**src/rtl/maxpool_l1.sv**
```systemverilog
// 2x2 stride-2 max pool of a 64x64 signed 4.16 map into a 32x32 map.
// Optional MAXPOOL_CEIL_EN rounds each pooled max up to an integer, saturating.
module maxpool_l1 #(
  parameter logic [2:0] SRC_SEL = 3'b001,
  parameter logic [2:0] DST_SEL = 3'b011
) (
  input  logic        clk,
  input  logic        reset,
  input  logic        start,
  output logic        busy,
  output logic        done,
  output logic        crd,
  output logic [11:0] caddr_rd,
  input  logic [19:0] cdata_rd,
  output logic        cwr,
  output logic [11:0] caddr_wr,
  output logic [19:0] cdata_wr,
  output logic [2:0]  csel
);

  typedef enum logic [2:0] {IDLE, RD0, RD1, RD2, RD3, RDL, WR, FIN} state_t;

  state_t      state_q, state_d;
  logic [4:0]  wx_q, wx_d, wy_q, wy_d;
  logic [19:0] max_q, max_d;
  logic [19:0] wr_val;
  logic        greater;

  // Strictly greater so a tie keeps the value read first.
  assign greater = $signed(cdata_rd) > $signed(max_q);

`ifdef MAXPOOL_CEIL_EN
  always_comb begin
    wr_val = max_q;
    if (max_q[15:0] != 16'h0) begin
      if (max_q[19:16] == 4'h7) wr_val = 20'h7FFFF;
      else                      wr_val = {max_q[19:16] + 4'h1, 16'h0};
    end
  end
`else
  assign wr_val = max_q;
`endif

  always_ff @(posedge clk or posedge reset) begin
    if (reset) begin
      state_q <= IDLE;
      wx_q    <= '0;
      wy_q    <= '0;
      max_q   <= '0;
    end else begin
      state_q <= state_d;
      wx_q    <= wx_d;
      wy_q    <= wy_d;
      max_q   <= max_d;
    end
  end

  always_comb begin
    state_d  = state_q;
    wx_d     = wx_q;
    wy_d     = wy_q;
    max_d    = max_q;
    busy     = 1'b0;
    done     = 1'b0;
    crd      = 1'b0;
    cwr      = 1'b0;
    caddr_rd = 12'h0;
    caddr_wr = 12'h0;
    cdata_wr = 20'h0;
    csel     = 3'b000;
    // Read address bit 6 picks the window row, bit 0 the window column.
    case (state_q)
      IDLE: if (start) state_d = RD0;
      RD0: begin
        busy     = 1'b1;
        crd      = 1'b1;
        csel     = SRC_SEL;
        caddr_rd = {wy_q, 1'b0, wx_q, 1'b0};
        state_d  = RD1;
      end
      RD1: begin
        busy     = 1'b1;
        crd      = 1'b1;
        csel     = SRC_SEL;
        caddr_rd = {wy_q, 1'b0, wx_q, 1'b1};
        max_d    = cdata_rd;
        state_d  = RD2;
      end
      RD2: begin
        busy     = 1'b1;
        crd      = 1'b1;
        csel     = SRC_SEL;
        caddr_rd = {wy_q, 1'b1, wx_q, 1'b0};
        if (greater) max_d = cdata_rd;
        state_d  = RD3;
      end
      RD3: begin
        busy     = 1'b1;
        crd      = 1'b1;
        csel     = SRC_SEL;
        caddr_rd = {wy_q, 1'b1, wx_q, 1'b1};
        if (greater) max_d = cdata_rd;
        state_d  = RDL;
      end
      RDL: begin
        busy    = 1'b1;
        if (greater) max_d = cdata_rd;
        state_d = WR;
      end
      WR: begin
        busy     = 1'b1;
        cwr      = 1'b1;
        csel     = DST_SEL;
        caddr_wr = {2'b00, wy_q, wx_q};
        cdata_wr = wr_val;
        state_d  = RD0;
        if (wx_q == 5'd31) begin
          wx_d = 5'd0;
          if (wy_q == 5'd31) begin
            wy_d    = 5'd0;
            state_d = FIN;
          end else begin
            wy_d = wy_q + 5'd1;
          end
        end else begin
          wx_d = wx_q + 5'd1;
        end
      end
      FIN: begin
        done    = 1'b1;
        wx_d    = 5'd0;
        wy_d    = 5'd0;
        max_d   = 20'h0;
        state_d = IDLE;
      end
      default: state_d = IDLE;
    endcase
  end

endmodule

```
**config.mk**
```make
export PLATFORM = sky130hd
export DESIGN_NAME = maxpool_l1
export DESIGN_NICKNAME = d
export VERILOG_FILES = /design/src/rtl/maxpool_l1.sv
export SDC_FILE = /design/constraint.sdc
export NUM_CORES = 1
export LEC_CHECK = 0
export ABC_CLOCK_PERIOD_IN_PS = 3020
export CAP_MARGIN = 20
export CORE_MARGIN = 1.5
export CORE_UTILIZATION = 49
export CTS_BUF_LIST = sky130_fd_sc_hd__clkbuf_4
export CTS_CLUSTER_SIZE = 28
export DETAILED_ROUTE_END_ITERATION = 10
export GPL_ROUTABILITY_DRIVEN = 0
export GPL_TIMING_DRIVEN = 0
export PLACE_DENSITY = 0.83
export SETUP_SLACK_MARGIN = 0.5
export SLEW_MARGIN = 5
export SYNTH_ARGS = -nofsm -noshare
export SYNTH_HDL_FRONTEND = slang
export SYNTH_SLANG_ARGS = --single-unit
```
**constraint.sdc**
```tcl
create_clock -name clk -period 3.02 [get_ports clk]
set_input_delay 0.302 -clock clk [delete_from_list [all_inputs] [get_ports clk]]
set_output_delay 0.302 -clock clk [all_outputs]
set_load 0.02 [all_outputs]
```
After elaboration in Yosys (flattened, before gate mapping)
Cells that the tools add are included.

cells by class
  add/sub/neg operators = 2
  $mul = 0
  divide/modulo/power cells = 0
  order comparisons = 1
  eq/ne operators = 12
  shift operators = 0
  muxes and demuxes = 19
  bitwise gates (word level) = 0
  reductions and logical operators = 8

operator list
  kind                                                                    number
  20-bit one-hot mux with 3 select lines                                  1
  12-bit one-hot mux with 4 select lines                                  1
  20-bit two-way mux                                                      2
  3-bit one-hot mux with 8 select lines                                   1
  20-bit > comparator                                                     1
  5-bit one-hot mux with 2 select lines                                   2
  5-bit two-way mux                                                       3
  3-bit equality test (second input constant)                             4
  5-bit by 1-bit adder with 5-bit output (second input constant)          2
  5-bit equality test (second input constant)                             2
  10-bit two-way mux                                                      1
  3-bit two-way mux                                                       3
  3-bit by 2-bit equality test with 1-bit output (second input constant)  2
  6-bit OR reduction                                                      1
  1-bit two-way mux                                                       4
  2-bit != test (second input constant)                                   2
  2-bit one-hot mux with 2 select lines                                   1
  2-bit AND reduction                                                     2
  4-bit OR reduction                                                      1
  3-bit by 1-bit equality test with 1-bit output (second input constant)  1
  3-bit logical NOT                                                       1
  3-bit nonzero test                                                      1
  3-bit OR reduction                                                      1
  2-bit by 1-bit != test with 1-bit output (second input constant)        1
  2-bit nonzero test                                                      1

word-level totals
  register bits = 33
  bits in latches = 0
  memory bits (writable) = 0
  memory bits (read-only) = 0
  output and inout bits = 51
  logic and storage cells = 46
  memories = 0

Logic depth before layout (Yosys ltp)
Gate-level depths: netlist (run 1).

  depth after elaboration = 4
  depth in mapped cells = 10

Worst setup path after synthesis (run 1)
OpenSTA, ideal clock, no wires.

  kind = reg2reg
  start point = register max_q[19]
  end point = register max_q[0]
  setup time = 0.121 ns
  arrival time = 2.259 ns
  data required time = 2.899 ns
  setup slack = 0.640 ns
  stages on the path, launching flop included = 11
  buffers on the path = 1
  cells stage by stage = dfrtp_1 > inv_1 > ha_1 > nand4_4 > nor4_4 > and2_4 > o31a_1 > o311ai_1 > a32o_2 > buf_6 > a22o_1

between the ends
  word-level cells in the longest chain between the ends = 3

ends and longest elaborated chain
  what                                                       RTL line  source
  start: declaration                                         25        logic [19:0] max_q, max_d;
  start signal: assignment                                   54        max_q <= max_d;
  20-bit > comparator                                        30        assign greater = $signed(cdata_rd) > $signed(max_q);
  2-bit by 1-bit != test with 1-bit output (no source line)  --
  2-bit AND reduction (no source line)                       --

Every way passes these cells.
A chain may end at the register's enable or synchronous reset.

Worst setup path after layout (run 1)
  start point = register max_q[10]
  end point = register max_q[5]

Same word-level chain as after synthesis.

==> run metrics, run 1 <==
Setup CP Type=register to register; CTS tree=yes; share of cells above drive strength 1=0.192; Rows=25; DRT Pass-1 Iters=4; Iter 0 DRT Violations=133; chip width=72.8 µm; Initial Util=0.509; asr flop ratio synth=1.00; Max Slew Vio Count=0; Worst setup endpoint=max_q[5]; routed vias=2347; fin crit share=0.851; Worst Setup End Kind=register; Chip Height=72.8 µm; Port Buf Inserts=70; largest net degree at the start of global routing=22; antenna violations before repair=0; slew margin rel.=0.610; startpoint types=register; Synth area leader=dfrtp_1; Final #Nets=411; synthesis-to-finish area growth=50.0%; Commonest cells post-synth=dfrtp_1 (33), nor3_1 (25), ha_1 (24), inv_1 (24); Mapped Cells=270; pre-CTS setup slack=20.5 ps; Critical R2R Capture=max_q[5]; max cap viols=0; Root Buffer=clkbuf_4; DR DRC count=0; clk sinks=33; Final Hold Viols=0; CP arrival=2810 ps; hold slack=302 ps; Synth Warn #=0; clock latency on the worst-skew pair=350 ps; cts hold-fix bufs=0; Final WS setup=451 ps; WL/cell=15.1 µm; area share of the leading cell type in the synthesized netlist=0.346; vias in the first global route=2174; Final TNS setup=0 ps; hpwl dp=4290 µm; total die area=0.00530 mm²; Least-Margin Pin Slew=584 ps; multi-input logic area=0.00154 mm²; Top FF cell, synth=dfrtp_1; number of diodes=0; storage element area=826 µm²; io pins=74; Max Fclk=389 MHz; register area share after synthesis=0.346; peak supply drop=0.529 mV; #FFs+latches synth=33; Area contributors post-synth=dfrtp_1 (35%), ha_1 (13%), a22o_1 (7.7%), and2_1 (5.5%), nor3_1 (5.2%); CORE AREA=0.00469 mm²; RSZ-0062 raised after global routing=yes; Total Routing Usage GR=0.239; hold crit path type=input port to async pin; Reg2Reg Depth=10; clk buf depth=2; Avg Cell Area, Syn=8.84 µm²; post-synth cell types=44; Routed WL=6330 µm; remaining global-route overflow=0; vias per cell=5.60; run status=finished, final reports clean; Post-synth EDFFs=0; first-pass GRT wire length=9830 µm; worst r2r src=max_q[10]; R2R setup slack=450 ps; count of final setup violators=0; CP Max Fanout=5; htree depth=2; post-synth design cell area=0.00239 mm²; CP required=3260 ps; PD cells=911 mW/mm²; layout filler cell count=328; Static Leak=1.95 nW; Final ANT Viol Nets=0; CP startpoint=max_q[10]; Worst-path clk slew=110 ps; count leader, synth=dfrtp_1; Tmin final=2570 ps; Worst Skew=10.2 ps; CTS buffer count=5; fin util=0.763
## per-stage QoR
stage	std cells	cell area, µm²	power (mW)
3_3_place_gp	396	3160	2.63
2_1_floorplan	272	2390	2.08
4_1_cts	406	3260	2.93
6_report	419	3580	3.26
5_1_grt	419	3580	3.52
3_5_place_dp	397	3190	2.68
## worst max-delay path, stage by stage, from the launching register on
cell and delay [ps]:
dfrtp_1 380, inv_1 70, ha_1 310, nand4_1 220
nor4_4 330, and2_4 220, a311o_1 130, o311ai_2 120
a32o_2 310, buf_6 150, a22o_1 220
## sequential cells by signal, indices dropped and copies added, names as in the netlist
signal	cells
state_q	3
wx_q	5
wy_q	5
max_q	20
## repair_timing
item | 4_1_cts | 5_1_grt
setup buffers | 1 | 11
resized for setup | 19 | 52
setup endpoints to repair | 61 | 52
cloned | 0 | 2
pin swaps | 2 | 31
## power by group
part / switching [mW] / leakage, nW / internal [mW] / total, mW
clock network: 0.156 / 0.0300 / 0.0840 / 0.240
registers: 0.143 / 0.416 / 0.628 / 0.770
logic: 1.20 / 1.50 / 1.05 / 2.25
total: 1.49 / 1.95 / 1.77 / 3.26
## placed cells by master, fill, tap and decap left out, types with 13 or more instances in the layout
cell,n
dlymetal6s2s_1,20
o21ai_0,14
inv_1,17
a21oi_1,13
nor3_1,24
dfrtp_1,33
ha_1,13
nand2_1,18
clkdlybuf4s50_1,42
a22o_1,21
buf_4,17
and2_1,21
## logic make-up (layout without fill, tap and decap cells)
family,Yosys count,in the layout,share of synthesized area
and+or+nand+nor,98,98,0.229
AOI/OAI and AO/OA,66,66,0.196
buffers and inverters,43,136,0.0813
DFF,33,33,0.346
adders and majority gates,24,24,0.126
xor gates and xnor gates,3,3,0.0110
muxes,2,2,0.00891
other,1,3,0.00157
## how the worst min path moves through the flow
stage | startpoint | end | slack [ps]
3_3_place_gp | max_q[5] | max_q[5] | 480
2_1_floorplan | reset | max_q[0] | 430
6_report | reset | wx_q[2] | 300
5_1_grt | cdata_rd[7] | max_q[7] | 320
3_5_place_dp | max_q[10] | max_q[10] | 480
4_1_cts | reset | wx_q[2] | 330
## final cells by class
cell class	count	area share
flip-flops and latches	33	0.231
plain buffers	19	0.0339
inverters	24	0.0252
well taps	54	0.0189
repair buffers	85	0.246
clock buffers	5	0.0105
clock inverters	3	0.00350
multi-input cells	196	0.431
## per-layer routing
| metal | track usage | vias to the layer above | routed length [µm] | part of all wire |
|---|---|---|---|---|
| met5 | 0 | - | 0 | 0 |
| met4 | 0.0818 | 0 | 95 | 0.015 |
| met3 | 0.0456 | 10 | 349 | 0.055 |
| met2 | 0.403 | 93 | 3150 | 0.50 |
| met1 | 0.307 | 1102 | 2740 | 0.43 |
| li1 | - | 1142 | - | - |
(Power assumes the default switching activity.)
==> run 2, diff against run 1 <==
--- a/config.mk
+++ b/config.mk
@@ -7,9 +7,9 @@
 export LEC_CHECK = 0
 export ABC_CLOCK_PERIOD_IN_PS = 3020
 export CAP_MARGIN = 20
-export CORE_MARGIN = 1.5
 export CORE_UTILIZATION = 49
 export CTS_BUF_LIST = sky130_fd_sc_hd__clkbuf_4
+export CTS_CLUSTER_DIAMETER = 200
 export CTS_CLUSTER_SIZE = 28
 export DETAILED_ROUTE_END_ITERATION = 10
 export GPL_ROUTABILITY_DRIVEN = 0
==> constraint.sdc (replaced) <==
create_clock -name clk -period 3.02 [get_ports clk]
set_input_delay 0.302 -clock clk [delete_from_list [all_inputs] [get_ports clk]]
set_output_delay 0.302 -clock clk [all_outputs]
set_load 0.005 [all_outputs]
==> run 2 against run 1 <==
Highest routed layer unchanged. Non-clock buffer count is 4 higher. Largest power group unchanged. Routed wire length increased by 7.1%. Via count up 2.6%. Power is 2.1% higher. Cell area increased by 0.84%. First-iteration DRC count decreased by 11%. Die area is 2.7% lower. Sequential power increased by 0.5%. Clock power is 43% higher. Worst hold slack worse by 3.1 ps. Global-route usage hardly changed.
==> run metrics, run 2 (synthesized netlist as in run 1, its figures left out) <==
CORE AREA=0.00469 mm²; Tmin final=2470 ps; number of diodes=0; peak supply drop=0.466 mV; max cap viols=0; largest net degree at the start of global routing=21; Total Routing Usage GR=0.239; RSZ-0062 raised after global routing=yes; Placed Instance Area=0.00319 mm²; hpwl dp=4440 µm; synthesis-to-finish area growth=51.3%; share of cells above drive strength 1=0.209; cts hold-fix bufs=0; Final TNS setup=0 ps; Chip Height=71.8 µm; WL/cell=16.0 µm; layout filler cell count=330; pre-CTS setup slack=25.5 ps; Final Non-Filler Cells=423; Max Fclk=405 MHz; R2R setup slack=550 ps; hold crit path type=input port to register; fin util=0.769; Initial Util=0.509; Final #Nets=415; Worst Setup End Kind=register; count of final setup violators=0; sequential share of power=0.232; Port Buf Inserts=70; Largest regs=max_q: 20 flops, wx_q: 5 flops, wy_q: 5 flops; Worst Skew=12.3 ps; run status=finished, final reports clean; Worst-path clk slew=100 ps; max FFs per register=20; CTS tree=yes; slew margin rel.=0.579; CP Max Fanout=5; most common cell after layout, fill and taps aside=clkdlybuf4s50_1; clk sinks=33; fin crit share=0.818; Max Slew Vio Count=0; Setup CP Type=register to register; internal power=1.95 mW; Root Buffer=clkbuf_4; clk buf depth=2; Net Sw Frac=0.414; combinational share of power=0.665; htree depth=2; first-pass GRT wire length=9540 µm; CTS buffer count=5; routed vias=2408; final instance area=0.00361 mm²; Routed WL=6780 µm; vias per cell=5.69; Static Leak=1.64 nW; Sw Pwr=1.38 mW; Least-Margin Pin Slew=631 ps; DR DRC count=0; Iter 0 DRT Violations=119; Biggest register=max_q; hold slack=299 ps; remaining global-route overflow=0; Final WS setup=550 ps; antenna violations before repair=0; vias in the first global route=2087; io pins=74; clock latency on the worst-skew pair=350 ps; Rows=25; Final ANT Viol Nets=0; placed cell count=397; startpoint types=register; CP arrival=2710 ps; Clock Power Share=0.103; total die area=0.00515 mm²; commonest cells after routing, fill and taps aside=clkdlybuf4s50_1 (66), dfrtp_1 (33), nor3_1 (24); DRT Pass-1 Iters=4; total power=3.33 mW; chip width=71.8 µm; CP required=3260 ps; PD cells=922 mW/mm²; Final Hold Viols=0
## run 2: cell count changes in the layout (fill, tap and decap cells not counted), moves of 3 or more
cell	delta
dlygate4sd2_1	-8
inv_1	-3
buf_4	+5
inv_2	+3
clkdlybuf4s50_1	+24
dlymetal6s2s_1	-16
## run 2: worst max-delay path: stages, from the launching register on
cell     delay [ps]
dfrtp_1         370
inv_2            40
ha_1            310
nand4_1         200
buf_4           160
nor2_1           40
a22oi_2         250
nand4_1         140
xnor2_1         150
a32o_2          320
buf_6           150
a22o_1          230
## run 2: area by class of cell
class	count	area, µm²	share of cell area
Clock buffer	6	45.0	0.0125
Inverter	24	90.1	0.0250
Multi-Input combinational cell	196	1540	0.427
Buffer	19	121	0.0336
Tap cell	54	67.6	0.0187
Sequential cell	33	826	0.229
Clock inverter	2	33.8	0.00936
Timing Repair Buffer	89	885	0.245
## run 2: layer usage
layer  GRT usage  routed length [µm]
met1       0.288                2780
met2       0.431                3490
met3      0.0436                 399
met4      0.0719                 115
met5           0                   0
## run 2: timing repair
| item | 4_1_cts | 5_1_grt |
|---|---|---|
| gates resized for setup | 7 | 47 |
| endpoints found under the setup margin | 45 | 43 |
| hold endpoints to repair | 0 | 0 |
| cloned | 0 | 3 |
| pin swaps | 3 | 16 |
| buffers inserted | 1 | 14 |
## run 2: power by group through the flow
stage | Clock (mW) | Combinational, mW | Sequential (mW)
final | 0.343 | 2.21 | 0.774
after global routing | 0.358 | 2.41 | 0.793
after CTS | 0.345 | 1.81 | 0.753
after detailed placement | 0 | 1.78 | 0.754
after global placement | 0 | 1.72 | 0.747
after floorplan | 0 | 1.20 | 0.719
## run 2: final timing paths
kind,start,endpoint,depth (start not counted)
setup / recovery,max_q[13],max_q[18],11
hold / removal,cdata_rd[6],max_q[6],2
setup reg to reg,max_q[13],max_q[18],11
hold reg to reg,max_q[6],max_q[6],1
max in group asynchronous,reset,max_q[6],3
min in group asynchronous,reset,wx_q[4],2
==> run 3, diff against run 2 <==
--- a/config.mk
+++ b/config.mk
@@ -5,16 +5,16 @@
 export SDC_FILE = /design/constraint.sdc
 export NUM_CORES = 1
 export LEC_CHECK = 0
-export ABC_CLOCK_PERIOD_IN_PS = 3020
+export ABC_CLOCK_PERIOD_IN_PS = 2200
 export CAP_MARGIN = 20
-export CORE_UTILIZATION = 49
+export CORE_UTILIZATION = 44
 export CTS_BUF_LIST = sky130_fd_sc_hd__clkbuf_4
 export CTS_CLUSTER_DIAMETER = 200
 export CTS_CLUSTER_SIZE = 28
 export DETAILED_ROUTE_END_ITERATION = 10
 export GPL_ROUTABILITY_DRIVEN = 0
 export GPL_TIMING_DRIVEN = 0
-export PLACE_DENSITY = 0.83
+export PLACE_DENSITY = 0.79
 export SETUP_SLACK_MARGIN = 0.5
 export SLEW_MARGIN = 5
 export SYNTH_ARGS = -nofsm -noshare
==> constraint.sdc (replaced) <==
create_clock -name clk -period 2.2 [get_ports clk]
set_input_delay 0.22 -clock clk [delete_from_list [all_inputs] [get_ports clk]]
set_output_delay 0.22 -clock clk [all_outputs]
set_load 0.005 [all_outputs]
==> run 3 against run 2 <==
The flow now finishes with violations (setup timing). Cell area up 29%. Register-to-register slack got worse by 1200 ps. Cell count rose by 19%. Via count grew 36%. Die area increased by 11%. Flip-flop and latch count unchanged. Clock skew up 11 ps. Global-route usage rose by 8.6 points. Clock power grew 20%. Critical path depth decreased by 1. Sequential power grew 41%. Fmax shrank 13%.
==> run metrics, run 3 (synthesized netlist as in run 1, its figures left out) <==
run status=finished with violations; failing checks=setup timing; first-pass GRT wire length=13500 µm; met3 usage in global routing=0.0569; Max stage delay on crit path=400 ps; met2 Use GR=0.594; Final ANT Viol Nets=0; Final WS setup=-652 ps; Crit path buffers/inverters=2; chip width=75.6 µm; Final TNS setup=-12010 ps; DRT Pass-1 Iters=6; Initial Util=0.461; most common cell after layout, fill and taps aside=buf_6; slew margin rel.=0.575; Final #Nets=478; commonest cells after routing, fill and taps aside=buf_6 (72), buf_4 (36), dfrtp_1 (32); remaining global-route overflow=0; Total Routing Usage GR=0.325; Largest delay share family, worst path=compound AO/OA/AOI/OAI gates; CORE AREA=0.00517 mm²; startpoint types=register; worst r2r src=max_q[12]; DR DRC count=0; peak supply drop=0.907 mV; clock latency on the worst-skew pair=360 ps; max cap viols=0; hold slack=238 ps; Iter 0 DRT Violations=356; cts hold-fix bufs=0; Tmin final=2850 ps; Worst-path clk slew=130 ps; R2R setup slack=-650 ps; Max Fclk=351 MHz; crit path cell chain=inv_1 > ha_1 > nand4_1 > nor4_4 > and2_4 > a311o_1 > o311ai_2 > a32o_2 > buf_6 > a22o_1; Final Hold Viols=0; layout filler cell count=204; vias in the first global route=2698; total die area=0.00572 mm²; number of diodes=0; hold crit path type=input port to async pin; CP required=2450 ps; Final Non-Filler Cells=502; share of cells above drive strength 1=0.565; Setup CP Type=register to register; Critical R2R Capture=max_q[10]; met1 usage=0.379; Chip Height=75.6 µm; synthesis-to-finish area growth=94.8%; CP arrival=3100 ps; Reg2Reg Depth=10; io pins=74; GRT busiest layer=met2; pre-CTS setup slack=-570 ps; htree depth=2; Worst Setup End Kind=register; Worst path slowest cell=dfrtp_1; count of final setup violators=22; max FFs per register=20; RSZ-0062 raised after global routing=yes; vias per cell=6.52; antenna violations before repair=0; fin crit share=1.30; WL/cell=25.1 µm; Port Buf Inserts=70; Worst Skew=23.2 ps; Least-Margin Pin Slew=637 ps; total power=6.51 mW; Biggest register=max_q; CTS tree=yes; Routed WL=12600 µm; CP Max Fanout=5; Rows=26; largest net degree at the start of global routing=22; Root Buffer=clkbuf_4; placed cell count=413; clk buf depth=2; Max Slew Vio Count=0; routed vias=3272; Static Leak=2.22 nW; CTS buffer count=5; clk sinks=33; hpwl dp=4670 µm; Largest regs=max_q: 20 flops, wx_q: 5 flops, wy_q: 5 flops; PD cells=1400 mW/mm²
==> run 3: report_power, final <==
part	total, mW	switching (mW)	internal [mW]
Clock	0.412	0.247	0.165
Combinational	5.00	2.42	2.58
Sequential	1.09	0.230	0.863
Total	6.51	2.90	3.61
==> run 3: repair_timing <==
| item | CTS | global route |
|---|---|---|
| setup endpoints to repair | 77 | 75 |
| pin swaps | 21 | 20 |
| buffers inserted | 42 | 33 |
| gates resized for setup | 311 | 87 |
| cloned | 5 | 1 |
==> run 3: area by class of cell <==
type                            instances  area, µm²  share of cell area
Multi-Input combinational cell        196       1820               0.392
Timing Repair Buffer                  152       1490               0.321
Sequential cell                        33        827               0.178
Buffer                                 19        260              0.0560
Inverter                               24       96.3              0.0207
Tap cell                               70       87.6              0.0188
Clock buffer                            8       60.1              0.0129
==> run 3: worst max path at each step <==
stage,to,from,cells past startpoint
detailed placement,max_q[12],cdata_rd[19],10
CTS,max_q[0],max_q[7],10
global route,max_q[10],max_q[12],10
finish,max_q[10],max_q[12],10
floorplan,max_q[0],max_q[19],10
global placement,max_q[19],cdata_rd[19],10
==> run 3: per-stage QoR <==
step	cell area (µm²)	utilization
after global routing	4650	0.899
after floorplan	2450	-
final	4650	0.899
after global placement	3240	0.627
after CTS	4050	0.782
after detailed placement	3270	0.632
==> run 3: layer usage <==
layer	share of wire	routed length (µm)
met1	0.35	4470
met2	0.47	5920
met3	0.095	1190
met4	0.081	1020
met5	0	0
==> run 3: worst register-to-register path, cell delays in order (launching register included) <==
cell and delay, ps:
dfrtp_1 400, inv_1 110, ha_1 320, nand4_1 250, nor4_4 290, and2_4 230, a311o_1 230, o311ai_2 180
a32o_2 320, buf_6 160, a22o_1 260
==> edit 1, RTL diff (flow settings as in run 2) <==
Add a define of `MAXPOOL_CEIL_EN`.
--- a/src/rtl/maxpool_l1.sv
+++ b/src/rtl/maxpool_l1.sv
@@ -2,2 +2,4 @@
 // Optional MAXPOOL_CEIL_EN rounds each pooled max up to an integer, saturating.
+`define MAXPOOL_CEIL_EN
+
 module maxpool_l1 #(
Behaviour: not the same (a bounded check fails within 10 cycles, from zero or initial values and one cycle with reset high).
==> edit 1 against run 2 <==
- sequential cell count stayed put
- critical path type is now primary input to flop
- sequential share of layout area is 3.0 points lower
- global-route usage is 4.4 points higher
- synthesized cell count is 31% higher
- fmax is 9.5% lower
- final area is 16% higher
- register-to-register slack worse by 0.24 ns
- total power is 10% higher
- area after synthesis is 24% higher
- highest routed layer unchanged
- clock skew is 0.011 ns higher
- wire length is 32% higher
- worst setup slack worse by 0.26 ns
- sequential power is 9.8% higher
- clock power is 21% lower
==> edit 1: results (changes against run 2) <==
Power
  – Leakage: 1.87 nW (+14%)
  – Worst vdd ir: 0.503 mV (+8.1%)

Setup path
  – FF-to-FF Start: max_q[14]
  – R2R setup slack: 0.31 ns (-0.24 ns)
  – Crit path max-delay cell type: clkdlybuf4s50_1
  – Critical Path AT: 2.97 ns (+0.26 ns)
  – Crit. Startpoint: cdata_rd[14]
  – Critical Path End: max_q[15]
  – R2R cell count: 11 (unchanged)
  – Slowest stage delay, CP: 0.48 ns (+0.11 ns)

Drt
  – First-pass DRT Iterations: 5 (+1)
  – Vias per cell: 6.05 (+6.2%)
  – Met3 WL: 553 um (+39%)
  – Vias: 3199 (+33%)
  – WL per Instance: 16.9 um (+5.3%)
  – Starting DRT DRC Count: 250 (+110%)
  – Met1 WL: 3.75 mm (+35%)
  – Met2 routed WL: 4.38 mm (+25%)

GRT
  – Largest net degree at the start of global routing: 34 (+62%)
  – Met2 Use GR: 0.495 (+0.0641)
  – Tot GR Track Use: 0.283 (+0.0444)
  – Vias in the first global route: 3008 (+44%)
  – M3 GR Usage: 0.0446 (+0.000971)
  – First-pass GRT wire length: 14.1 mm (+47%)
  – GRT met1 Usage: 0.350 (+0.0611)

CTS
  – CTS Root Cell: clkbuf_4
  – # Post-CTS Setup Buffers: 11 (+10)
  – Post-CTS Resized: 68 (+61)
  – Clock latency at the later pin of the worst-skew pair: 0.37 ns (+0.02 ns)
  – Clk slew on worst S/H paths: 0.13 ns (+0.03 ns)

Final layout
  – Area grow syn2layout: 41.9%
  – Inverters: 30 (+25%)
  – Total number of multi-input combinational cells: 265 (+35%)
  – Layout fillers: 438 (+33%)
  – Non-CTS buffers: 121 (+12%)
  – Commonest non-fill, non-tap cell in the layout: clkdlybuf4s50_1
  – Sequential cell area share: 0.198 (-0.0305)
  – Fraction of area in multi-input gates: 0.494 (+0.0666)
  – ClkCell Share: 0.0131 (-0.00874)
  – Layout cells sized above 1: 0.184 (-0.0249)
  – Fraction of cell area in non-clock buffers: 0.245 (-0.0337)

STA
  – Hold_ws: 0.359 ns (+0.0602 ns)
  – Worst Clk Skew: 0.0231 ns (+0.0108 ns)
  – Least-Margin Pin Slew: 0.795 ns (+0.164 ns)
  – Final WS setup: 0.291 ns (-0.259 ns)

Floorplanning
  – Core area: 0.00568 sq mm (+21%)

Place
  – DP HPWL: 5.80 mm (+31%)
  – Placed cells: 499 (+26%)
  – Dpl cell area: 0.00376 sq mm (+18%)
  – Pre-CTS setup slack: -0.223 ns (-0.249 ns)

Logic synthesis
  – Post-synth ARST share: 1.00 (unchanged)
  – Distinct cells, synth: 45 (+2.3%)
  – Ranking of synthesized cells by area: dfrtp_1 28%, ha_1 11%, a221o_1 6.8%, mux2i_1 6.8%, o32ai_1 5.9%
  – Register area share after synthesis: 0.279 (-0.0673)
  – Avg Cell Area, Syn: 8.34 sq um (-5.6%)
  – Synth cell count leaders: 40 x nand2_1, 33 x dfrtp_1, 29 x inv_1

Min path
  – HP Class: primary input to asynchronous set/reset pin

Run status
  – Outcome: finished clean
## edit 1: cell types whose count changed after synthesis, sizes merged, moves of 3 or more
cell    before  now
inv         24   29
xnor2        3    0
a221o        0   20
nand2       19   40
nor3        25    9
buf         10    7
a22o        21    0
nor3b        1   16
nor4         1    5
o32ai        1   20
clkbuf       9   23
mux2i        1   20
nor2        10   13
nand3        3    8
## edit 1: where the power goes
part | total [mW] | internal [mW] | switching, mW
clock network | 0.270 | 0.0878 | 0.182
registers | 0.850 | 0.636 | 0.213
logic | 2.55 | 1.23 | 1.32
total | 3.67 | 1.95 | 1.72
## edit 1: cell families after synthesis
| group | count (synthesis) | synth area share |
|---|---|---|
| adder cells (fa/ha/maj) | 25 | 0.106 |
| AO/OA/AOI/OAI | 87 | 0.223 |
| flip-flops | 33 | 0.279 |
| AND/OR/NAND/NOR | 130 | 0.239 |
| other | 1 | 0.00127 |
| multiplexers | 20 | 0.0676 |
| buffers and inverters | 59 | 0.0853 |
==> edit 2, RTL diff (config.mk and constraints of run 2) <==
Without the edit above. Re-encode `state_t` (8 states) as one-hot, 8 bits wide.
--- a/src/rtl/maxpool_l1.sv
+++ b/src/rtl/maxpool_l1.sv
@@ -20,3 +20,3 @@
 
-  typedef enum logic [2:0] {IDLE, RD0, RD1, RD2, RD3, RDL, WR, FIN} state_t;
+  typedef enum logic [7:0] {IDLE = 8'b00000001, RD0 = 8'b00000010, RD1 = 8'b00000100, RD2 = 8'b00001000, RD3 = 8'b00010000, RDL = 8'b00100000, WR = 8'b01000000, FIN = 8'b10000000} state_t;
 
Formal check against the unedited RTL: same outputs for any inputs over 10 cycles, from zero or initial values and one cycle with reset high; not proved beyond that.
==> edit 2 against run 2 <==
- non-clock buffer count up 28
- final area up 11%
- area after synthesis up 6.0%
- sequential cell count up 5
- critical path type is now flop to output port
- worst setup slack worse by 0.20 ns
- critical path depth down 4
- wire length up 22%
Power is not compared: it rests on default switching activity, and its combinational part moved more than twofold at a synthesized area within 25%.
==> edit 2: results (changes against run 2) <==
Final layout
  – Layout cells sized above 1: 0.386 (+0.178)
  – Fraction of area in multi-input gates: 0.397 (-0.0301)
  – Nets: 460 (+11%)
  – Top flop regs: max_q: 20 flops, state_q: 8 flops
  – Sequential cell area share: 0.239 (+0.0105)
  – ClkCell Share: 0.0135 (-0.00839)
  – Layout fillers: 277 (-16%)
  – Final cell count without fillers: 481 (+14%)
  – Non-CTS buffers: 136 (+26%)
  – Fraction of cell area in non-clock buffers: 0.304 (+0.0257)

GRT
  – Met2 Use GR: 0.487 (+0.0564)
  – Largest net degree at the start of global routing: 39 (+86%)
  – GRT met1 Usage: 0.336 (+0.0472)
  – Vias in the first global route: 2521 (+21%)
  – First-pass GRT wire length: 11.4 mm (+20%)
  – M3 GR Usage: 0.0576 (+0.0140)
  – Tot GR Track Use: 0.279 (+0.0402)

Logic synthesis
  – Register area share after synthesis: 0.377 (+0.0305)
  – Top-area cell type share of the netlist area: 0.366 (+0.0201)
  – Ranking of synthesized cells by area: dfrtp_1 37%, ha_1 12%, mux2i_1 7.9%, and2_1 5.4%, nor2_1 5.0%
  – Synth cell count leaders: 37 x dfrtp_1, 34 x nor2_1, 27 x nand2_1
  – Avg Cell Area, Syn: 9.03 sq um (+2.2%)
  – Distinct cells, synth: 49 (+11%)

STA
  – Worst Clk Skew: 0.0175 ns (+0.00518 ns)
  – Rel. slew slack: 0.468 (-0.111)

Place
  – DP HPWL: 4.44 mm (+0.13%)
  – Dpl cell area: 0.00332 sq mm (+4.1%)
  – Pre-CTS setup slack: 0.0600 ns (+0.0345 ns)

CTS
  – Clock latency at the later pin of the worst-skew pair: 0.38 ns (+0.03 ns)
  – CTS buffer count: 5 (unchanged)
  – Sink Count: 38 (+15%)
  – Clk slew on worst S/H paths: 0.13 ns (+0.03 ns)

Run status
  – Outcome: finished clean

Setup path
  – R2R cell count: 15 (+4)
  – Critical Path AT: 2.37 ns (-0.34 ns)

Drt
  – Starting DRT DRC Count: 149 (+25%)
  – Vias: 2618 (+8.7%)
  – Met1 WL: 3.29 mm (+18%)
  – Routed wire length: 8.25 mm (+22%)
  – Met3 WL: 530 um (+33%)

Min path
  – HP Class: primary input to asynchronous set/reset pin

Floorplanning
  – Initial Utilization: 0.522 (+0.0130)
==> edit 2: final timing paths <==
check	slack (ns)	end	from
worst max-delay path	0.35	caddr_rd[4]	state_q[1]
worst min-delay path	0.38	max_q[0]	reset
worst max register to register	0.45	state_q[0]	state_q[5]
worst min register to register	0.56	max_q[14]	max_q[14]
max in group asynchronous	2.07	state_q[7]	reset
min in group clk	0.47	state_q[0]	start
==> edit 2: worst max-delay path, stage by stage, from the launching register on <==
cell and delay [ns]:
dfrtp_2 0.46, or4_4 0.54, buf_4 0.17, nor3_4 0.13, or3_4 0.20, clkbuf_16 0.14
and2_1 0.12, dlygate4sd2_1 0.23
==> edit 2: logic make-up (layout without fill, tap and decap cells) <==
kind of cell / count (synthesis) / in the layout / synth area share
simple gates: 121 / 121 / 0.250
flops: 38 / 38 / 0.377
buf+inv: 36 / 168 / 0.0633
compound gates: 34 / 34 / 0.0881
fa+ha+maj: 24 / 24 / 0.119
mux: 22 / 22 / 0.0881
xor+xnor: 4 / 4 / 0.0139
other cells: 1 / 3 / 0.00148
==> edit 2: power breakdown <==
| group | switching, mW | internal [mW] | leakage [nW] | total, mW |
|---|---|---|---|---|
| Clock | 0.189 | 0.0866 | 0.0286 | 0.276 |
| Sequential | 0.0638 | 0.663 | 0.474 | 0.727 |
| Combinational | 0.559 | 0.503 | 1.60 | 1.06 |
| Total | 0.812 | 1.25 | 2.10 | 2.06 |
==> edit 2: per-stage QoR <==
step                       util  hold slack (ns)
after detailed placement  0.685            0.524
after CTS                 0.770            0.427
final                     0.825            0.379
after global placement    0.685            0.504
after floorplan               -            0.361
after global routing      0.825            0.477
==> edit 2: what timing repair did <==
item	4_1_cts	5_1_grt
pin swaps	15	16
hold endpoints to repair	0	0
setup buffers	36	14
gates resized for setup	173	90
setup endpoints to repair	48	65
gates cloned	2	2
